## config.mk

```make
export PLATFORM = sky130hd
export DESIGN_NAME = cpu_mode_ctrl
export DESIGN_NICKNAME = d
export VERILOG_FILES = /design/src/rtl/cpu_pkg.sv /design/src/rtl/key_debounce.sv /design/src/rtl/cpu_mode_ctrl.sv
export SDC_FILE = /design/constraint.sdc
export NUM_CORES = 1
export LEC_CHECK = 0
export BUFFER_PORTS_ARGS = -buffer_cell sky130_fd_sc_hd__buf_2
export CAP_MARGIN = 15
export CORE_MARGIN = 2
export CORE_UTILIZATION = 35
export DETAILED_ROUTE_END_ITERATION = 7
export PLACE_DENSITY = 0.56
export SLEW_MARGIN = 15
export SYNTH_ARGS = -nofsm -noshare
export SYNTH_HDL_FRONTEND = slang
export SYNTH_HIERARCHICAL = 1
export SYNTH_SLANG_ARGS = --single-unit
```

## constraint.sdc

```tcl
create_clock -name clk -period 2.1 [get_ports clk]
set_input_delay 0.21 -clock clk [delete_from_list [all_inputs] [get_ports clk]]
set_output_delay 0.21 -clock clk [all_outputs]
set_load 0.1 [all_outputs]
```

## src/rtl/cpu_pkg.sv

```systemverilog
// cpu_pkg: cpustate and FSM state encodings shared by the mode controller
package cpu_pkg;

    localparam logic [1:0] CPUSTATE_IDLE  = 2'b00;
    localparam logic [1:0] CPUSTATE_IN    = 2'b01;
    localparam logic [1:0] CPUSTATE_CHECK = 2'b10;
    localparam logic [1:0] CPUSTATE_RUN   = 2'b11;

    localparam logic [2:0] S_IDLE    = 3'd0;
    localparam logic [2:0] S_IN      = 3'd1;
    localparam logic [2:0] S_IN_WR   = 3'd2;
    localparam logic [2:0] S_CHK     = 3'd3;
    localparam logic [2:0] S_CHK_RD  = 3'd4;
    localparam logic [2:0] S_CHK_CAP = 3'd5;
    localparam logic [2:0] S_RUN     = 3'd6;

    function automatic logic [1:0] mode_of(input logic [2:0] s);
        return (s == S_IN || s == S_IN_WR) ? CPUSTATE_IN :
               (s == S_CHK || s == S_CHK_RD || s == S_CHK_CAP) ? CPUSTATE_CHECK :
               (s == S_RUN) ? CPUSTATE_RUN : CPUSTATE_IDLE;
    endfunction

endpackage

```

## src/rtl/key_debounce.sv

```systemverilog
// key_debounce: 2-FF synchronizer plus stability counter; one-cycle pulse on each debounced press
module key_debounce #(
    parameter int DEB_CYCLES = 2000
) (
    input  logic clk,
    input  logic rst,
    input  logic key,
    output logic pulse
);

    localparam int CW = $clog2(DEB_CYCLES);

    logic [1:0]    sync;
    logic          level;
    logic [CW-1:0] cnt;

    // debounced level flips after DEB_CYCLES consecutive disagreeing samples; rising flip pulses
    always_ff @(posedge clk or posedge rst) begin
        if (rst) begin
            sync  <= '0;
            level <= 1'b0;
            cnt   <= '0;
            pulse <= 1'b0;
        end else begin
            sync  <= {sync[0], key};
            pulse <= 1'b0;
            if (sync[1] == level)
                cnt <= '0;
            else if (cnt == CW'(DEB_CYCLES - 1)) begin
                level <= sync[1];
                cnt   <= '0;
                pulse <= sync[1];
            end else
                cnt <= cnt + 1'b1;
        end
    end

endmodule

```

## src/rtl/cpu_mode_ctrl.sv

```systemverilog
// cpu_mode_ctrl: front-panel mode FSM, program loader/checker and memory port ownership
// Optional: CPU_MODE_CTRL_ADDR_LOAD_EN adds addr_sw/addr_key for direct address loading
module cpu_mode_ctrl
    import cpu_pkg::*;
#(
    parameter int ADDR_W     = 16,
    parameter int DEB_CYCLES = 2000
) (
    input  logic              clk,
    input  logic              rst,
    input  logic [1:0]        mode_sw,
    input  logic              step_key,
    input  logic [7:0]        data_sw,
    input  logic [7:0]        mem_rdata,
`ifdef CPU_MODE_CTRL_ADDR_LOAD_EN
    input  logic [ADDR_W-1:0] addr_sw,
    input  logic              addr_key,
`endif
    output logic [1:0]        cpustate,
    output logic              cpu_rst_n,
    output logic              mem_sel,
    output logic [ADDR_W-1:0] ld_addr,
    output logic [7:0]        ld_wdata,
    output logic              ld_we,
    output logic              ld_re,
    output logic [7:0]        chk_data,
    output logic              busy
);

    logic [1:0]        mode_q1, mode_s;
    logic [2:0]        state, nxt;
    logic              step_p, addr_p, chg;
    logic [ADDR_W-1:0] addr_val;

    key_debounce #(.DEB_CYCLES(DEB_CYCLES)) u_step (.clk(clk), .rst(rst), .key(step_key), .pulse(step_p));

`ifdef CPU_MODE_CTRL_ADDR_LOAD_EN
    key_debounce #(.DEB_CYCLES(DEB_CYCLES)) u_addr (.clk(clk), .rst(rst), .key(addr_key), .pulse(addr_p));
    assign addr_val = addr_sw;
`else
    assign addr_p   = 1'b0;
    assign addr_val = '0;
`endif

    assign chg = mode_s != cpustate;

    // two-stage synchronizer for the raw mode switches
    always_ff @(posedge clk or posedge rst) begin
        if (rst) begin
            mode_q1 <= CPUSTATE_IDLE;
            mode_s  <= CPUSTATE_IDLE;
        end else begin
            mode_q1 <= mode_sw;
            mode_s  <= mode_q1;
        end
    end

    // next state: mode changes detour through one idle cycle; address load beats a step press
    always_comb begin
        nxt = S_IDLE;
        case (state)
            S_IDLE:    nxt = (mode_s == CPUSTATE_IN) ? S_IN : (mode_s == CPUSTATE_CHECK) ? S_CHK :
                             (mode_s == CPUSTATE_RUN) ? S_RUN : S_IDLE;
            S_IN:      nxt = chg ? S_IDLE : (step_p && !addr_p) ? S_IN_WR : S_IN;
            S_IN_WR:   nxt = S_IN;
            S_CHK:     nxt = chg ? S_IDLE : (step_p && !addr_p) ? S_CHK_RD : S_CHK;
            S_CHK_RD:  nxt = S_CHK_CAP;
            S_CHK_CAP: nxt = S_CHK;
            S_RUN:     nxt = chg ? S_IDLE : S_RUN;
            default:   nxt = S_IDLE;
        endcase
    end

    // state register with all outputs registered from the next state so they align with it
    always_ff @(posedge clk or posedge rst) begin
        if (rst) begin
            state     <= S_IDLE;
            cpustate  <= CPUSTATE_IDLE;
            cpu_rst_n <= 1'b0;
            mem_sel   <= 1'b1;
            ld_addr   <= '0;
            ld_wdata  <= '0;
            ld_we     <= 1'b0;
            ld_re     <= 1'b0;
            chk_data  <= '0;
            busy      <= 1'b0;
        end else begin
            state     <= nxt;
            cpustate  <= mode_of(nxt);
            cpu_rst_n <= nxt == S_RUN;
            mem_sel   <= nxt != S_RUN;
            ld_we     <= nxt == S_IN_WR;
            ld_re     <= nxt == S_CHK_RD;
            busy      <= nxt == S_IN_WR || nxt == S_CHK_RD || nxt == S_CHK_CAP;
            if (state == S_IN && nxt == S_IN_WR)
                ld_wdata <= data_sw;
            if (state == S_CHK_CAP)
                chk_data <= mem_rdata;
            if (state == S_IDLE && (nxt == S_IN || nxt == S_CHK))
                ld_addr <= '0;
            else if (state == S_IN_WR || state == S_CHK_CAP)
                ld_addr <= ld_addr + 1'b1;
            else if ((state == S_IN || state == S_CHK) && !chg && addr_p)
                ld_addr <= addr_val;
        end
    end

endmodule

```

==> impl_metrics.xml <==
<?xml version="1.0" encoding="UTF-8"?>
<metrics>
  <group name="detailed_routing">
    <metric name="vias" unit="">2074</metric>
    <metric name="detail_route.wirelength.met1" unit="µm">2400</metric>
    <metric name="wire_per_inst" unit="µm">13.2</metric>
    <metric name="met3_length" unit="µm">325</metric>
    <metric name="route.final.wire_length" unit="µm">5670</metric>
    <metric name="route.antenna.remaining_nets" unit="">0</metric>
    <metric name="wl_met2" unit="µm">2870</metric>
    <metric name="vias_per_cell" unit="">4.81</metric>
    <metric name="top_layer_used" unit="">met4</metric>
    <metric name="drt_first_iter_violations" unit="">98</metric>
    <metric name="drcViolationCount" unit="">0</metric>
    <metric name="first_pass_iters" unit="">4</metric>
  </group>
  <group name="sta">
    <metric name="final_min_period_over_clock_period" unit="%">91.0</metric>
    <metric name="achievable-frequency" unit="MHz">523</metric>
    <metric name="final_period_minus_worst_setup_slack" unit="ns">1.91</metric>
    <metric name="grt_setup_unrepaired" unit="">no</metric>
    <metric name="tightestPinTransition" unit="ns">0.576</metric>
    <metric name="setup-violations-final" unit="">0</metric>
    <metric name="hold_violations" unit="">0</metric>
    <metric name="finalSetupTns" unit="ns">0</metric>
    <metric name="relSlewSlack" unit="%">61.6</metric>
    <metric name="drv_slew" unit="">0</metric>
    <metric name="timing.hold.ws" unit="ns">0.102</metric>
    <metric name="finClkSkew" unit="ns">0.0102</metric>
  </group>
  <group name="grt">
    <metric name="vias_in_the_first_global_route" unit="">1993</metric>
    <metric name="grt_pass1_wl" unit="µm">9540</metric>
    <metric name="grt_overflow" unit="">0</metric>
    <metric name="antenna_found_initial" unit="">0</metric>
    <metric name="grt_start_max_net_pins" unit="">25</metric>
    <metric name="grt_usage" unit="%">14.3</metric>
  </group>
  <group name="final_layout">
    <metric name="final_common_cell" unit="">sky130_fd_sc_hd__buf_2</metric>
    <metric name="drive_above_1_share" unit="%">36.2</metric>
    <metric name="final_net_count" unit="">351</metric>
    <metric name="diodes" unit="">0</metric>
    <metric name="most-common-layout-cells" unit="">sky130_fd_sc_hd__buf_2, sky130_fd_sc_hd__dfrtp_1, sky130_fd_sc_hd__nor2_1</metric>
    <metric name="fillers" unit="">753</metric>
    <metric name="area_delta_synth_final" unit="%">25.9</metric>
  </group>
  <group name="critical_path">
    <metric name="setup.worst_path.start_class" unit="">register</metric>
    <metric name="critical_path.max_stage_delay" unit="ns">0.48</metric>
    <metric name="startpoint" unit="">mode_s[0]$_DFF_PP0_</metric>
    <metric name="crit_path_buffers_inverters" unit="">0</metric>
    <metric name="critPathCapture" unit="">ld_wdata[2]$_DFFE_PP0P_</metric>
    <metric name="worst_reg2reg_path_length_in_cells" unit="">5</metric>
    <metric name="r2r_slack" unit="ns">0.19</metric>
    <metric name="setup.worst_path.end_class" unit="">register</metric>
    <metric name="critical_path.slowest_cell" unit="">sky130_fd_sc_hd__or3_1</metric>
    <metric name="cpLargestDelayFamily" unit="">simple AND/OR/NAND/NOR gates</metric>
    <metric name="path_depth" unit="">5</metric>
    <metric name="worst_r2r_startpoint" unit="">mode_s[0]$_DFF_PP0_</metric>
    <metric name="crit_required" unit="ns">2.32</metric>
    <metric name="critical_setup_path_kind" unit="">register to register</metric>
    <metric name="data_arrival_time_of_the_critical_path" unit="ns">2.13</metric>
    <metric name="critical_path_cell_sequence" unit="">xor2_1 -&gt; nor2_1 -&gt; nand2_1 -&gt; or3_1 -&gt; mux2_2</metric>
    <metric name="cp_max_fo" unit="">8</metric>
    <metric name="critical_path.reg2reg.endpoint" unit="">ld_wdata[2]$_DFFE_PP0P_</metric>
  </group>
  <group name="clock_network">
    <metric name="cts_root_buffer" unit="">sky130_fd_sc_hd__clkbuf_8</metric>
    <metric name="cts_tree" unit="">yes</metric>
    <metric name="clkSinkCount" unit="">61</metric>
    <metric name="ctsHtreeMaxLevel" unit="">3</metric>
    <metric name="cts.clk_slew.worst_paths" unit="ns">0.07</metric>
    <metric name="clock_buffer_count_from_cts" unit="">9</metric>
    <metric name="clk-insertion-delay-late" unit="ns">0.34</metric>
    <metric name="cts_buffer_depth" unit="">2</metric>
  </group>
  <group name="synth">
    <metric name="yosys_register_bits" unit="">61</metric>
    <metric name="ys_types" unit="">47</metric>
    <metric name="cells_after_synthesis" unit="">250</metric>
    <metric name="ys_seq_area_share" unit="%">55.1</metric>
    <metric name="yosys.area.top_type_share" unit="%">54.1</metric>
    <metric name="netlist_area" unit="mm²">0.00277</metric>
    <metric name="ys_top_cells_by_area" unit="">sky130_fd_sc_hd__dfrtp_1, sky130_fd_sc_hd__mux2_2, sky130_fd_sc_hd__xor2_1, sky130_fd_sc_hd__nor2_1, sky130_fd_sc_hd__xnor2_1</metric>
    <metric name="postSynthNetCount" unit="">277</metric>
    <metric name="synth_top_area_cell" unit="">sky130_fd_sc_hd__dfrtp_1</metric>
    <metric name="avgSynthCellArea" unit="µm²">11.1</metric>
    <metric name="postSynth.topFlopCell" unit="">sky130_fd_sc_hd__dfrtp_1</metric>
    <metric name="number_of_flops_mapped_to_enable_cells_by_yosys" unit="">0</metric>
    <metric name="ys_warn_count" unit="">6</metric>
    <metric name="asyncSetResetFlopFracSynth" unit="%">100</metric>
  </group>
  <group name="power">
    <metric name="static-leakage-power" unit="nW">1.65</metric>
    <metric name="irDropWorstVdd" unit="V">0.000660</metric>
    <metric name="power-per-cell-area" unit="mW/mm²">1340</metric>
  </group>
  <group name="placement">
    <metric name="place.port_buffers" unit="">59</metric>
    <metric name="half_perimeter_wire_length_of_the_detailed_placement_result" unit="µm">4160</metric>
    <metric name="gp_congestion" unit="">0.787</metric>
  </group>
  <group name="floorplanning">
    <metric name="die_width" unit="µm">93.0</metric>
    <metric name="rows" unit="">32</metric>
    <metric name="pin_count" unit="">60</metric>
    <metric name="design.core.area" unit="mm²">0.00769</metric>
    <metric name="floorplan.initialDensity" unit="%">36.1</metric>
    <metric name="floorplan.die.height" unit="µm">93.0</metric>
    <metric name="fp.dieArea" unit="mm²">0.00865</metric>
  </group>
  <group name="status">
    <metric name="outcome" unit="">finished clean</metric>
  </group>
  <group name="run">
    <metric name="timing.max_cap.violations" unit="">0</metric>
  </group>
  <group name="hold_path">
    <metric name="min_path_type" unit="">primary input to register</metric>
  </group>
</metrics>
[routing by layer]
| layer | global-route usage (%) | vias up |
|---|---|---|
| met5 | 0 | - |
| met4 | 7.72 | 0 |
| met3 | 3.95 | 6 |
| met2 | 23.5 | 50 |
| met1 | 17.1 | 1004 |
| li1 | - | 1014 |
[worst min-delay path by stage]
stage / from / endpoint / cells after the start
after floorplan: rst / u_step/cnt[0]$_DFF_PP0_ / 1
after global placement: rst / mode_q1[1]$_DFF_PP0_ / 2
after detailed placement: rst / mode_q1[1]$_DFF_PP0_ / 2
after CTS: mem_rdata[6] / chk_data[6]$_DFFE_PP0P_ / 2
after global routing: mem_rdata[2] / chk_data[2]$_DFFE_PP0P_ / 2
final: mem_rdata[6] / chk_data[6]$_DFFE_PP0P_ / 2
[synth_stat cells (5+ instances only)]
cell type                   n
sky130_fd_sc_hd__clkbuf_1   6
sky130_fd_sc_hd__nor2_1    28
sky130_fd_sc_hd__nand3_1   10
sky130_fd_sc_hd__dfrtp_1   60
sky130_fd_sc_hd__inv_1     14
sky130_fd_sc_hd__o21ai_0    5
sky130_fd_sc_hd__xor2_1    13
sky130_fd_sc_hd__a21oi_1    9
sky130_fd_sc_hd__xnor2_1    9
sky130_fd_sc_hd__nand2_1   13
sky130_fd_sc_hd__mux2_2    16
sky130_fd_sc_hd__ha_1       6
[timing repair]
item,in CTS,in global routing
hold buffers,4,0
setup buffers,0,0
gates resized for setup,0,0
hold endpoints to repair,40,0
setup endpoints to repair,0,0
[layout make-up]
| cell class | count | area, µm² | area share (%) |
|---|---|---|---|
| Sequential cell | 61 | 1540 | 44.1 |
| Multi-Input combinational cell | 167 | 1150 | 33.1 |
| Timing Repair Buffer | 71 | 408 | 11.7 |
| Clock buffer | 11 | 151 | 4.34 |
| Tap cell | 102 | 128 | 3.65 |
| Clock inverter | 5 | 58.8 | 1.68 |
| Inverter | 14 | 52.6 | 1.50 |
[power by group]
part	internal [mW]	leakage, nW	total (mW)	switching [mW]
Combinational	0.471	0.775	2.13	1.66
Sequential	1.38	0.771	1.49	0.112
Clock	0.612	0.102	1.07	0.458
[sequential cells by signal, summed over array words and instances, names as in the netlist, 2 cells and up]
signal and cells:
ld_wdata 8, cpustate 2, state 3, ld_addr 16, mode_s 2, u_step/sync 2
mode_q1 2, chk_data 8, u_step/cnt 11
[through the flow]
stage	std cells	worst slack (ns)	total power, mW	area [µm²]	utilization, %
floorplan	250	0.00835	3.25	2790	-
global placement	411	0.230	3.62	3240	42.2
detailed placement	411	0.189	3.64	3240	42.2
CTS	431	0.174	4.73	3490	45.4
global route	431	0.0291	4.92	3490	45.4
finish	431	0.189	4.69	3490	45.4
[logic make-up (layout without fill, tap and decap cells)]
kind of cell	Yosys count	in the layout	synth area share [%]
adder cells (fa/ha/maj)	6	6	2.71
AO/OA/AOI/OAI	34	34	8.48
multiplexers	19	19	7.76
AND/OR/NAND/NOR	86	86	15.7
buffers and inverters	22	101	3.29
XOR/XNOR	22	22	6.95
flip-flops	61	61	55.1
Note: power is estimated with default switching activity, not from simulation.
